`src/rtl/irq_controller_pkg.sv`:
```
// Shared constants, bus command encodings, register offsets and FSM states
// for the irq_controller block.
package irq_controller_pkg;

    localparam int unsigned DATA_SIZE = 32;
    localparam int unsigned CMD_SIZE  = 3;
    localparam int unsigned PADD_SIZE = 24;
    localparam int unsigned NUM_IRQ   = 8;

    localparam logic [23:0] IRQ_BASE  = 24'h080030;

    localparam logic [2:0]  CMD_WR    = 3'b010;
    localparam logic [2:0]  CMD_RD    = 3'b001;

    localparam int unsigned OFF_PEND  = 0;
    localparam int unsigned OFF_MASK  = 1;
    localparam int unsigned OFF_MODE  = 2;
    localparam int unsigned OFF_VECT  = 3;
    localparam int unsigned OFF_EOI   = 4;

    typedef enum logic [1:0] {
        ST_IDLE = 2'b00,
        ST_REQ  = 2'b01,
        ST_SVC  = 2'b10
    } irq_state_t;

endpackage

```
`src/rtl/irq_prio_enc.sv`:
```
// Fixed-priority encoder: reports the lowest-index set request bit.
module irq_prio_enc
    import irq_controller_pkg::*;
#(
    parameter int unsigned num_irq = NUM_IRQ
) (
    input  logic [num_irq-1:0] i_req,
    output logic [2:0]         o_idx,
    output logic               o_valid
);

    always_comb begin
        o_idx   = '0;
        o_valid = 1'b0;
        for (int unsigned i = 0; i < num_irq; i++) begin
            if (i_req[i] && !o_valid) begin
                o_idx   = i[2:0];
                o_valid = 1'b1;
            end
        end
    end

endmodule

```
`src/rtl/irq_controller.sv`:
```
// Memory-mapped interrupt controller: pending/mask/mode registers, fixed
// priority, ack + EOI handshake. Optional input synchronizer: IRQ_CTRL_SYNC_EN.
module irq_controller
    import irq_controller_pkg::*;
#(
    parameter int unsigned          data_size = DATA_SIZE,
    parameter int unsigned          cmd_size  = CMD_SIZE,
    parameter int unsigned          padd_size = PADD_SIZE,
    parameter int unsigned          num_irq   = NUM_IRQ,
    parameter logic [padd_size-1:0] irq_base  = padd_size'(IRQ_BASE)
) (
    input  logic                 clk0,
    input  logic                 reset,
    input  logic [data_size-1:0] irq_host_datain,
    input  logic [cmd_size-1:0]  irq_cmd,
    input  logic [padd_size-1:0] irq_addr,
    input  logic [num_irq-1:0]   irq_src,
    input  logic                 irq_ack,
    output logic [data_size-1:0] irq_host_dataout,
    output logic                 cpu_irq,
    output logic [2:0]           irq_vector
);

    logic [num_irq-1:0]   w_src;
    logic [num_irq-1:0]   r_src_prev;
    logic [num_irq-1:0]   r_pend;
    logic [num_irq-1:0]   r_mask;
    logic [num_irq-1:0]   r_mode;
    logic [num_irq-1:0]   w_active;
    logic [num_irq-1:0]   w_clr;
    logic [num_irq-1:0]   w_pend_nxt;
    logic [padd_size-1:0] w_off;
    logic                 w_wr;
    logic                 w_rd;
    logic                 w_mapped;
    logic                 w_eoi;
    logic [data_size-1:0] w_rdata;
    logic [data_size-1:0] r_dataout;
    logic [2:0]           w_prio_idx;
    logic                 w_prio_valid;
    logic [2:0]           r_vector;
    logic                 r_cpu_irq;
    logic                 w_latch;
    logic                 w_ack_fire;
    irq_state_t           r_state;
    irq_state_t           w_state_nxt;
    logic                 w_unused;

`ifdef IRQ_CTRL_SYNC_EN
    logic [num_irq-1:0] r_sync1;
    logic [num_irq-1:0] r_sync2;

    always_ff @(posedge clk0 or negedge reset) begin
        if (!reset) begin
            r_sync1 <= '0;
            r_sync2 <= '0;
        end else begin
            r_sync1 <= irq_src;
            r_sync2 <= r_sync1;
        end
    end

    assign w_src = r_sync2;
`else
    assign w_src = irq_src;
`endif

    assign w_unused = ^irq_host_datain[data_size-1:num_irq];

    assign w_off    = irq_addr - irq_base;
    assign w_wr     = (irq_cmd == cmd_size'(CMD_WR));
    assign w_rd     = (irq_cmd == cmd_size'(CMD_RD));
    assign w_mapped = (w_off <= padd_size'(OFF_EOI));
    assign w_eoi    = w_wr && (w_off == padd_size'(OFF_EOI));
    assign w_active = r_pend & r_mask;

    irq_prio_enc #(
        .num_irq (num_irq)
    ) u_prio (
        .i_req   (w_active),
        .o_idx   (w_prio_idx),
        .o_valid (w_prio_valid)
    );

    // Host W1C and the ack-time clear share one mask; a coincident rising edge wins.
    always_comb begin
        w_clr = '0;
        if (w_wr && (w_off == padd_size'(OFF_PEND))) begin
            w_clr = irq_host_datain[num_irq-1:0];
        end
        for (int unsigned i = 0; i < num_irq; i++) begin
            if (w_ack_fire && (r_vector == i[2:0])) begin
                w_clr[i] = 1'b1;
            end
        end
        w_pend_nxt = (r_mode & ((r_pend & ~w_clr) | (w_src & ~r_src_prev)))
                   | (~r_mode & w_src);
    end

    always_comb begin
        w_rdata = '0;
        if (w_off == padd_size'(OFF_PEND)) begin
            w_rdata[num_irq-1:0] = r_pend;
        end else if (w_off == padd_size'(OFF_MASK)) begin
            w_rdata[num_irq-1:0] = r_mask;
        end else if (w_off == padd_size'(OFF_MODE)) begin
            w_rdata[num_irq-1:0] = r_mode;
        end else if (w_off == padd_size'(OFF_VECT)) begin
            w_rdata[data_size-1] = (r_state == ST_SVC);
            w_rdata[data_size-2] = (r_state == ST_REQ);
            w_rdata[2:0]         = r_vector;
        end
    end

    always_comb begin
        w_state_nxt = r_state;
        w_latch     = 1'b0;
        w_ack_fire  = 1'b0;
        case (r_state)
            ST_IDLE: begin
                if (w_prio_valid) begin
                    w_state_nxt = ST_REQ;
                    w_latch     = 1'b1;
                end
            end
            ST_REQ: begin
                if (!w_prio_valid) begin
                    w_state_nxt = ST_IDLE;
                end else if (irq_ack) begin
                    w_state_nxt = ST_SVC;
                    w_ack_fire  = 1'b1;
                end
            end
            ST_SVC: begin
                if (w_eoi) begin
                    w_state_nxt = ST_IDLE;
                end
            end
            default: w_state_nxt = ST_IDLE;
        endcase
    end

    always_ff @(posedge clk0 or negedge reset) begin
        if (!reset) begin
            r_state <= ST_IDLE;
        end else begin
            r_state <= w_state_nxt;
        end
    end

    always_ff @(posedge clk0 or negedge reset) begin
        if (!reset) begin
            r_src_prev <= '0;
            r_pend     <= '0;
            r_mask     <= '0;
            r_mode     <= '0;
            r_dataout  <= '0;
            r_vector   <= '0;
            r_cpu_irq  <= 1'b0;
        end else begin
            r_src_prev <= w_src;
            r_pend     <= w_pend_nxt;
            r_cpu_irq  <= (w_state_nxt == ST_REQ);
            if (w_latch) begin
                r_vector <= w_prio_idx;
            end
            if (w_wr && (w_off == padd_size'(OFF_MASK))) begin
                r_mask <= irq_host_datain[num_irq-1:0];
            end
            if (w_wr && (w_off == padd_size'(OFF_MODE))) begin
                r_mode <= irq_host_datain[num_irq-1:0];
            end
            if (w_rd && w_mapped) begin
                r_dataout <= w_rdata;
            end
        end
    end

    assign irq_host_dataout = r_dataout;
    assign cpu_irq          = r_cpu_irq;
    assign irq_vector       = r_vector;

endmodule

```
`config.mk`:
```
export PLATFORM = sky130hd
export DESIGN_NAME = irq_controller
export DESIGN_NICKNAME = d
export VERILOG_FILES = /design/src/rtl/irq_controller_pkg.sv /design/src/rtl/irq_prio_enc.sv /design/src/rtl/irq_controller.sv
export SDC_FILE = /design/constraint.sdc
export NUM_CORES = 1
export LEC_CHECK = 0
export ABC_AREA = 1
export CAP_MARGIN = 0
export CORE_MARGIN = 8
export CORE_UTILIZATION = 42
export CTS_BUF_LIST = sky130_fd_sc_hd__clkbuf_4
export CTS_CLUSTER_DIAMETER = 40
export CTS_CLUSTER_SIZE = 20
export DETAILED_ROUTE_END_ITERATION = 8
export GPL_ROUTABILITY_DRIVEN = 0
export PLACE_DENSITY = 0.8
export SETUP_SLACK_MARGIN = 0.4
export SLEW_MARGIN = 40
export SYNTH_ARGS = -nofsm -noshare
export SYNTH_HDL_FRONTEND = slang
export SYNTH_SLANG_ARGS = --single-unit
```
`constraint.sdc`:
```
create_clock -name clk0 -period 1.5 [get_ports clk0]
set_clock_uncertainty 0.2 [all_clocks]
set_input_delay 0.15 -clock clk0 [delete_from_list [all_inputs] [get_ports clk0]]
set_output_delay 0.15 -clock clk0 [all_outputs]
set_load 0.005 [all_outputs]
```
Word level (Yosys, flattened, before mapping)
Cells that the tools add are included.
{ "word_totals": {"regBits": 48, "latch_bits": 0, "mem_bits_rw": 0, "romBits": 0, "in_bits": 70, "output_inout_bits": 36, "word_cells": 109, "mem_count": 0} }
{ "classes": {"n_addsub": 1, "mul": 0, "n_div": 0, "magnitude_cmp": 1, "n_eq_ne": 16, "n_shift": 0, "n_mux": 43, "n_bitwise": 10, "reduce_logical": 30} }
{ "op_table": {"columns": ["op", "n"], "rows": [
  ["$eq 24x2->1 const B", 2],
  ["$and 8x8->8", 5],
  ["$eq 24x1->1 const B", 1],
  ["$eq 24x3->1 const B", 1],
  ["$le 24x3->1 const B", 1],
  ["$logic_not 24->1", 1],
  ["$mux 8", 3],
  ["$not 8->8", 3],
  ["$sub 24x20->24 const B", 1],
  ["$mux 1", 22],
  ["$logic_and 1x1->1", 20],
  ["$mux 2", 10],
  ["$mux 3", 6],
  ["$or 8x8->8", 2],
  ["$eq 3x3->1 const B", 4],
  ["$eq 3x2->1 const B", 3],
  ["$logic_not 1->1", 7],
  ["$eq 3x1->1 const B", 2],
  ["$pmux 2 s3", 1],
  ["$mux 5", 1],
  ["$eq 2x1->1 const B", 2],
  ["$logic_not 3->1", 1],
  ["$eq 2x2->1 const B", 1],
  ["$logic_not 2->1", 1]
]} }

Logic depth before layout (Yosys ltp)
{ "logic_depth": {"depth_word": 32, "depth_mapped": 17} }

Cells and area by module
A second synthesis with hierarchy kept.
{ "hier_totals": {"hier_cells": 421, "area_unflattened_um2": 3036.7} }
{ "modules_own_cells": {"columns": ["mod", "n_inst", "cells_each", "area_per_inst_um2"], "rows": [
  ["irq_controller", 1, 399, 2927.8],
  ["irq_prio_enc", 1, 22, 108.9]
]} }

Worst setup path after synthesis
OpenSTA, ideal clock, no wires.
{ "synth_timing": {"path_kind": "input to register", "start": "in irq_addr[9]", "end": "reg r_dataout[1], in the netlist irq_host_dataout[1]", "arrival_ns": 1.558, "path_slack_ns": -0.375, "cell_stages": 15, "path_buffers": 1, "path_cell_list": "nor2_2 -> nand2_2 -> nor2_4 -> nand2_1 -> xor2_1 -> nand2_2 -> nor2_8 -> nand2_4 -> nor2_8 -> nand2_4 -> buf_6 -> nand2_1 -> nand2_1 -> nand2_1 -> nand2_1"} }
{ "synth_via": {"elab_chain_cells": 6, "elab_cells_between_ends": 11, "cone_classes": "add/sub (1); order compare (1); eq/ne (3); mux (4); reduce/logical (2)"} }
{ "synth_rtl": {"columns": ["item", "line", "rtl"], "rows": [
  ["from (decl)", "irq_controller.sv:16", "input logic [padd_size-1:0] irq_addr,"],
  ["$sub 24x20->24 (*)", "irq_controller.sv:70", "assign w_off = irq_addr - irq_base;"],
  ["branches (longest 5 deep; another with $le 24x3->1)", null, null],
  ["to (signal assigned)", "irq_controller.sv:174", "r_dataout <= w_rdata;"],
  ["to (decl)", "irq_controller.sv:38", "logic [data_size-1:0] r_dataout;"]
]} }
Mark *: on every way between the ends.
A chain may end at the register's enable or synchronous reset.

Worst setup path in the final report
{ "layout_timing": {"start": "reg r_mask[3]", "end": "reg r_vector[1], in the netlist irq_vector[1]"} }
{ "layout_via": {"elab_chain_cells": 17, "elab_cells_between_ends": 22, "cone_classes": "mux (12); bitwise (1); reduce/logical (9)"} }
{ "layout_rtl": {"columns": ["item", "line", "rtl"], "rows": [
  ["from (decl)", "irq_controller.sv:27", "logic [num_irq-1:0] r_mask;"],
  ["from (signal assigned)", "irq_controller.sv:168", "r_mask <= irq_host_datain[num_irq-1:0];"],
  ["$and 8x8->8 (*)", "irq_controller.sv:75", "assign w_active = r_pend & r_mask;"],
  ["$logic_and 1x1->1 (*)", "irq_prio_enc.sv:16", "if (i_req[i] && !o_valid) begin"],
  ["$mux 1", "irq_prio_enc.sv:16", null],
  ["$logic_not 1->1", "irq_prio_enc.sv:16", null],
  ["$logic_and 1x1->1", "irq_prio_enc.sv:16", null],
  ["$mux 1", "irq_prio_enc.sv:16", null],
  ["$logic_not 1->1", "irq_prio_enc.sv:16", null],
  ["$logic_and 1x1->1", "irq_prio_enc.sv:16", null],
  ["$mux 1", "irq_prio_enc.sv:16", null],
  ["$logic_not 1->1", "irq_prio_enc.sv:16", null],
  ["$logic_and 1x1->1", "irq_prio_enc.sv:16", null],
  ["$mux 1", "irq_prio_enc.sv:16", null],
  ["$logic_not 1->1", "irq_prio_enc.sv:16", null],
  ["$logic_and 1x1->1", "irq_prio_enc.sv:16", null],
  ["$mux 1", "irq_prio_enc.sv:16", null],
  ["$mux 1", "irq_controller.sv:121", "if (w_prio_valid) begin"],
  ["$mux 1", "irq_controller.sv:119", "case (r_state)"],
  ["to (signal assigned)", "irq_controller.sv:165", "r_vector <= w_prio_idx;"],
  ["to (decl)", "irq_controller.sv:41", "logic [2:0] r_vector;"]
]} }
Mark *: on every way between the ends. The rest lies on a longest branch, timed or not.

==> run_results.csv <==
group,metric,value,unit
run_status,status,"finished with violations",
run_status,violations,"hold timing, setup timing",
final_layout,area_delta_synth_final,59.5,%
global_routing,grt_pass1_wl,15400,um
die,die_h,98.3,um
yosys,synth_ff_type,"dfrtp_1",
final_layout,finalNonFillerCells,611,
critical_path,critPathMaxFanout,6,
global_routing,grt_max_degree,37,
yosys,async_reset_ff_frac,1.00,
die,die_area,9670,um^2
cts,path_clk_slew,0.16,ns
sta,finalHoldViolCount,12,
placed_design,dp_hpwl,6290,um
min_path,worstHoldPathType,"in -> async",
cts,clock_path_buffers,2,
final_layout,final_nets,600,
yosys,yosys.area_share.simple,0.364,
sta,min_period_over_period,1.23,
cts,cts_tree,"built",
yosys,ys_seq_elements,48,
power,leakage,2.32,nW
die,initial_utilization,0.426,
yosys,yosys_warnings,0,
power,power.density,563,nW/um^2
cts,cts_root_buf,"clkbuf_4",
final_layout,drive_gt1_frac,0.439,
final_layout,multiInputGateArea,1780,um^2
yosys,ys_types,36,
detailed_routing,drtIter0Drc,308,
placed_design,portBuffers,59,
die,ios,106,
cts,clk_latency,0.39,ns
sta,slew_viol_final,0,
cts,clock-sinks,48,
detailed_routing,vias,3204,
detailed_routing,ant_nets,0,
sta,setup_ws,-0.340,ns
yosys,avgSynthCellArea,7.55,um^2
yosys,synth-edff-count,0,
yosys,syn_area,2850,um^2
power,p_comb_frac,0.146,
critical_path,cp.arrival,1.93,ns
yosys,synthCells,377,
critical_path,regToRegSetupSlack,-0.34,ns
sta,setup_viol_count_final,40,
yosys,synth_top_family_by_area,"simple AND/OR/NAND/NOR gates",
global_routing,grt_usage,0.195,
final_layout,nFillCells,474,
cts,htree_levels,2,
final_layout,postLayoutCoreUtil,0.679,
yosys,synth_fa_ha_area_frac,0,
yosys,synth_compound_area_frac,0.0923,
power,internal_power,0.00187,W
die,rows,30,
yosys,muxShareOfSynthArea,0,
power,switching_share,0.270,
cts,cts_made_buffers,5,
power,peakVddDrop,0.000389,V
global_routing,antenna_found_initial,0,
critical_path,worstPathRequired,1.59,ns
sta,rsz0062_at_grt,"yes",
final_layout,n_antenna_cell,0,
run,max-cap-violations,0,
global_routing,grt_pass1_vias,3229,
sta,setup_tns,-9.54,ns
power,clockPowerShare,0.334,
global_routing,overflow,0,
yosys,synth_xor_area_frac,0.00308,
final_layout,seq_area,1200,um^2
critical_path,cp-start-kind,"flop",
detailed_routing,firstDrtPassIters,5,
detailed_routing,wirelength,10300,um
placed_design,place_inst,567,
die,die_x,98.3,um
sta,min_period,1.84,ns
detailed_routing,remaining_drc_errors,0,
power,seqPwrFrac,0.519,
power,switchingPower,0.000689,W
die,core-area,6680,um^2
yosys,yosysSeqAreaShare,0.422,
sta,whs,-0.0187,ns
detailed_routing,viasPerCell,5.24,
critical_path,setup.worst_path.end_class,"flop",
sta,fmax,543,MHz
detailed_routing,wl_per_cell,16.8,um
critical_path,path_class,"reg -> reg",
==> metal layers <==
metal  wire length, um  share of wire  GRT usage
met3               824          0.080     0.0462
met5                 0              0          0
met1              3780           0.37      0.213
met2              5260           0.51      0.355
met4               398          0.039     0.0744
==> cells in the mapped netlist, types with 2 or more instances <==
cell      instances  area, um^2
a21oi_1           6        30.0
buf_4            23         173
buf_6             2        22.5
dfrtp_1          48        1200
inv_1            34         128
nand2_1         116         435
nand2_2           5        31.3
nand2_4           2        22.5
nand3_1          29         145
nand4_1           9        56.3
nor2_1           40         150
nor2_2            5        31.3
nor2_4            3        33.8
nor2_8            2        40.0
nor3_1            2        10.0
o211ai_1          3        22.5
o21ai_0           9        45.0
o21ai_1          13        65.1
o21ai_2           6        52.6
or2_1             3        18.8
or2_2             2        12.5
==> path summary, 6_finish.rpt <==
path                       depth (start not counted)                               to                       startpoint
hold reg to reg                                    2  irq_host_dataout[0]$_DFFE_PN0P_  irq_host_dataout[0]$_DFFE_PN0P_
min in group clk0                                  1          r_src_prev[5]$_DFF_PN0_                       irq_src[5]
setup reg to reg                                  11        irq_vector[1]$_DFFE_PN0P_            r_mask[3]$_DFFE_PN0P_
hold / removal                                     2             r_state[1]$_DFF_PN0_                            reset
setup / recovery                                  11        irq_vector[1]$_DFFE_PN0P_            r_mask[3]$_DFFE_PN0P_
max in group asynchronous                          3          r_src_prev[0]$_DFF_PN0_                            reset
==> power by group through the flow <==
stage | combinational (W) | clock (W) | sequential [W]
floorplan | 0.000126 | 0 | 0.00135
global placement | 0.000316 | 0 | 0.00135
detailed placement | 0.000323 | 0 | 0.00135
CTS | 0.000343 | 0.000866 | 0.00133
global route | 0.000404 | 0.000895 | 0.00133
finish | 0.000374 | 0.000854 | 0.00133
==> what timing repair did <==
action	4_1_cts	5_1_grt
pin swaps	66	63
gates cloned	2	0
resized for setup	174	66
setup buffers	21	10
hold buffers	3	0
endpoints found under the hold margin	50	0
setup endpoints to repair	54	54
==> worst max-delay path, stage by stage (launching register included) <==
cell and delay (ns):
dfrtp_1 0.44, nand2_2 0.10, nand2_2 0.08, nor2_4 0.13, nand2_2 0.09, nor2_4 0.16
nand3_4 0.11, buf_6 0.14, nand2_4 0.07, nor2_4 0.05, nand2_1 0.08, o21ai_0 0.09
==> sequential cells by signal, indices dropped and copies added, names as in the netlist <==
register          count
r_pend                8
r_state               2
irq_host_dataout     10
r_src_prev            8
r_mode                8
irq_vector            3
cpu_irq               1
r_mask                8
==> layout make-up <==
cell class	count	area share
timing repair buffer	148	0.270
clock buffer	5	0.00827
inverter	37	0.0322
sequential	48	0.265
tap	80	0.0221
multi-input combinational	290	0.392
clock inverter	3	0.0110
==> cell families (layout without fill, tap and decap cells) <==
family	Yosys count	in the layout
compound gates	42	42
xor+xnor	1	1
buf+inv	62	193
flops	48	48
other cells	1	22
simple gates	223	225
==> metrics by stage <==
stage	total power [W]	setup slack (ns)	cell area, um^2
after floorplan	0.00148	-0.367	2960
after global placement	0.00166	-0.814	3890
after detailed placement	0.00167	-0.967	3890
after CTS	0.00253	-0.262	4280
after global routing	0.00263	-0.505	4540
final	0.00256	-0.340	4540
==> placed cells by master (no fill, tap or decap), types with 13 or more instances in the layout <==
master | Yosys | routed
buf_2 | 0 | 20
buf_4 | 23 | 74
buf_6 | 2 | 16
clkdlybuf4s50_1 | 0 | 25
conb_1 | 1 | 22
dfrtp_1 | 48 | 46
inv_1 | 34 | 31
nand2_1 | 116 | 83
nand2_2 | 5 | 32
nand3_1 | 29 | 15
nor2_1 | 40 | 29
o21ai_1 | 13 | 14
o21ai_2 | 6 | 13
Power figures use the tool's default switching activity.
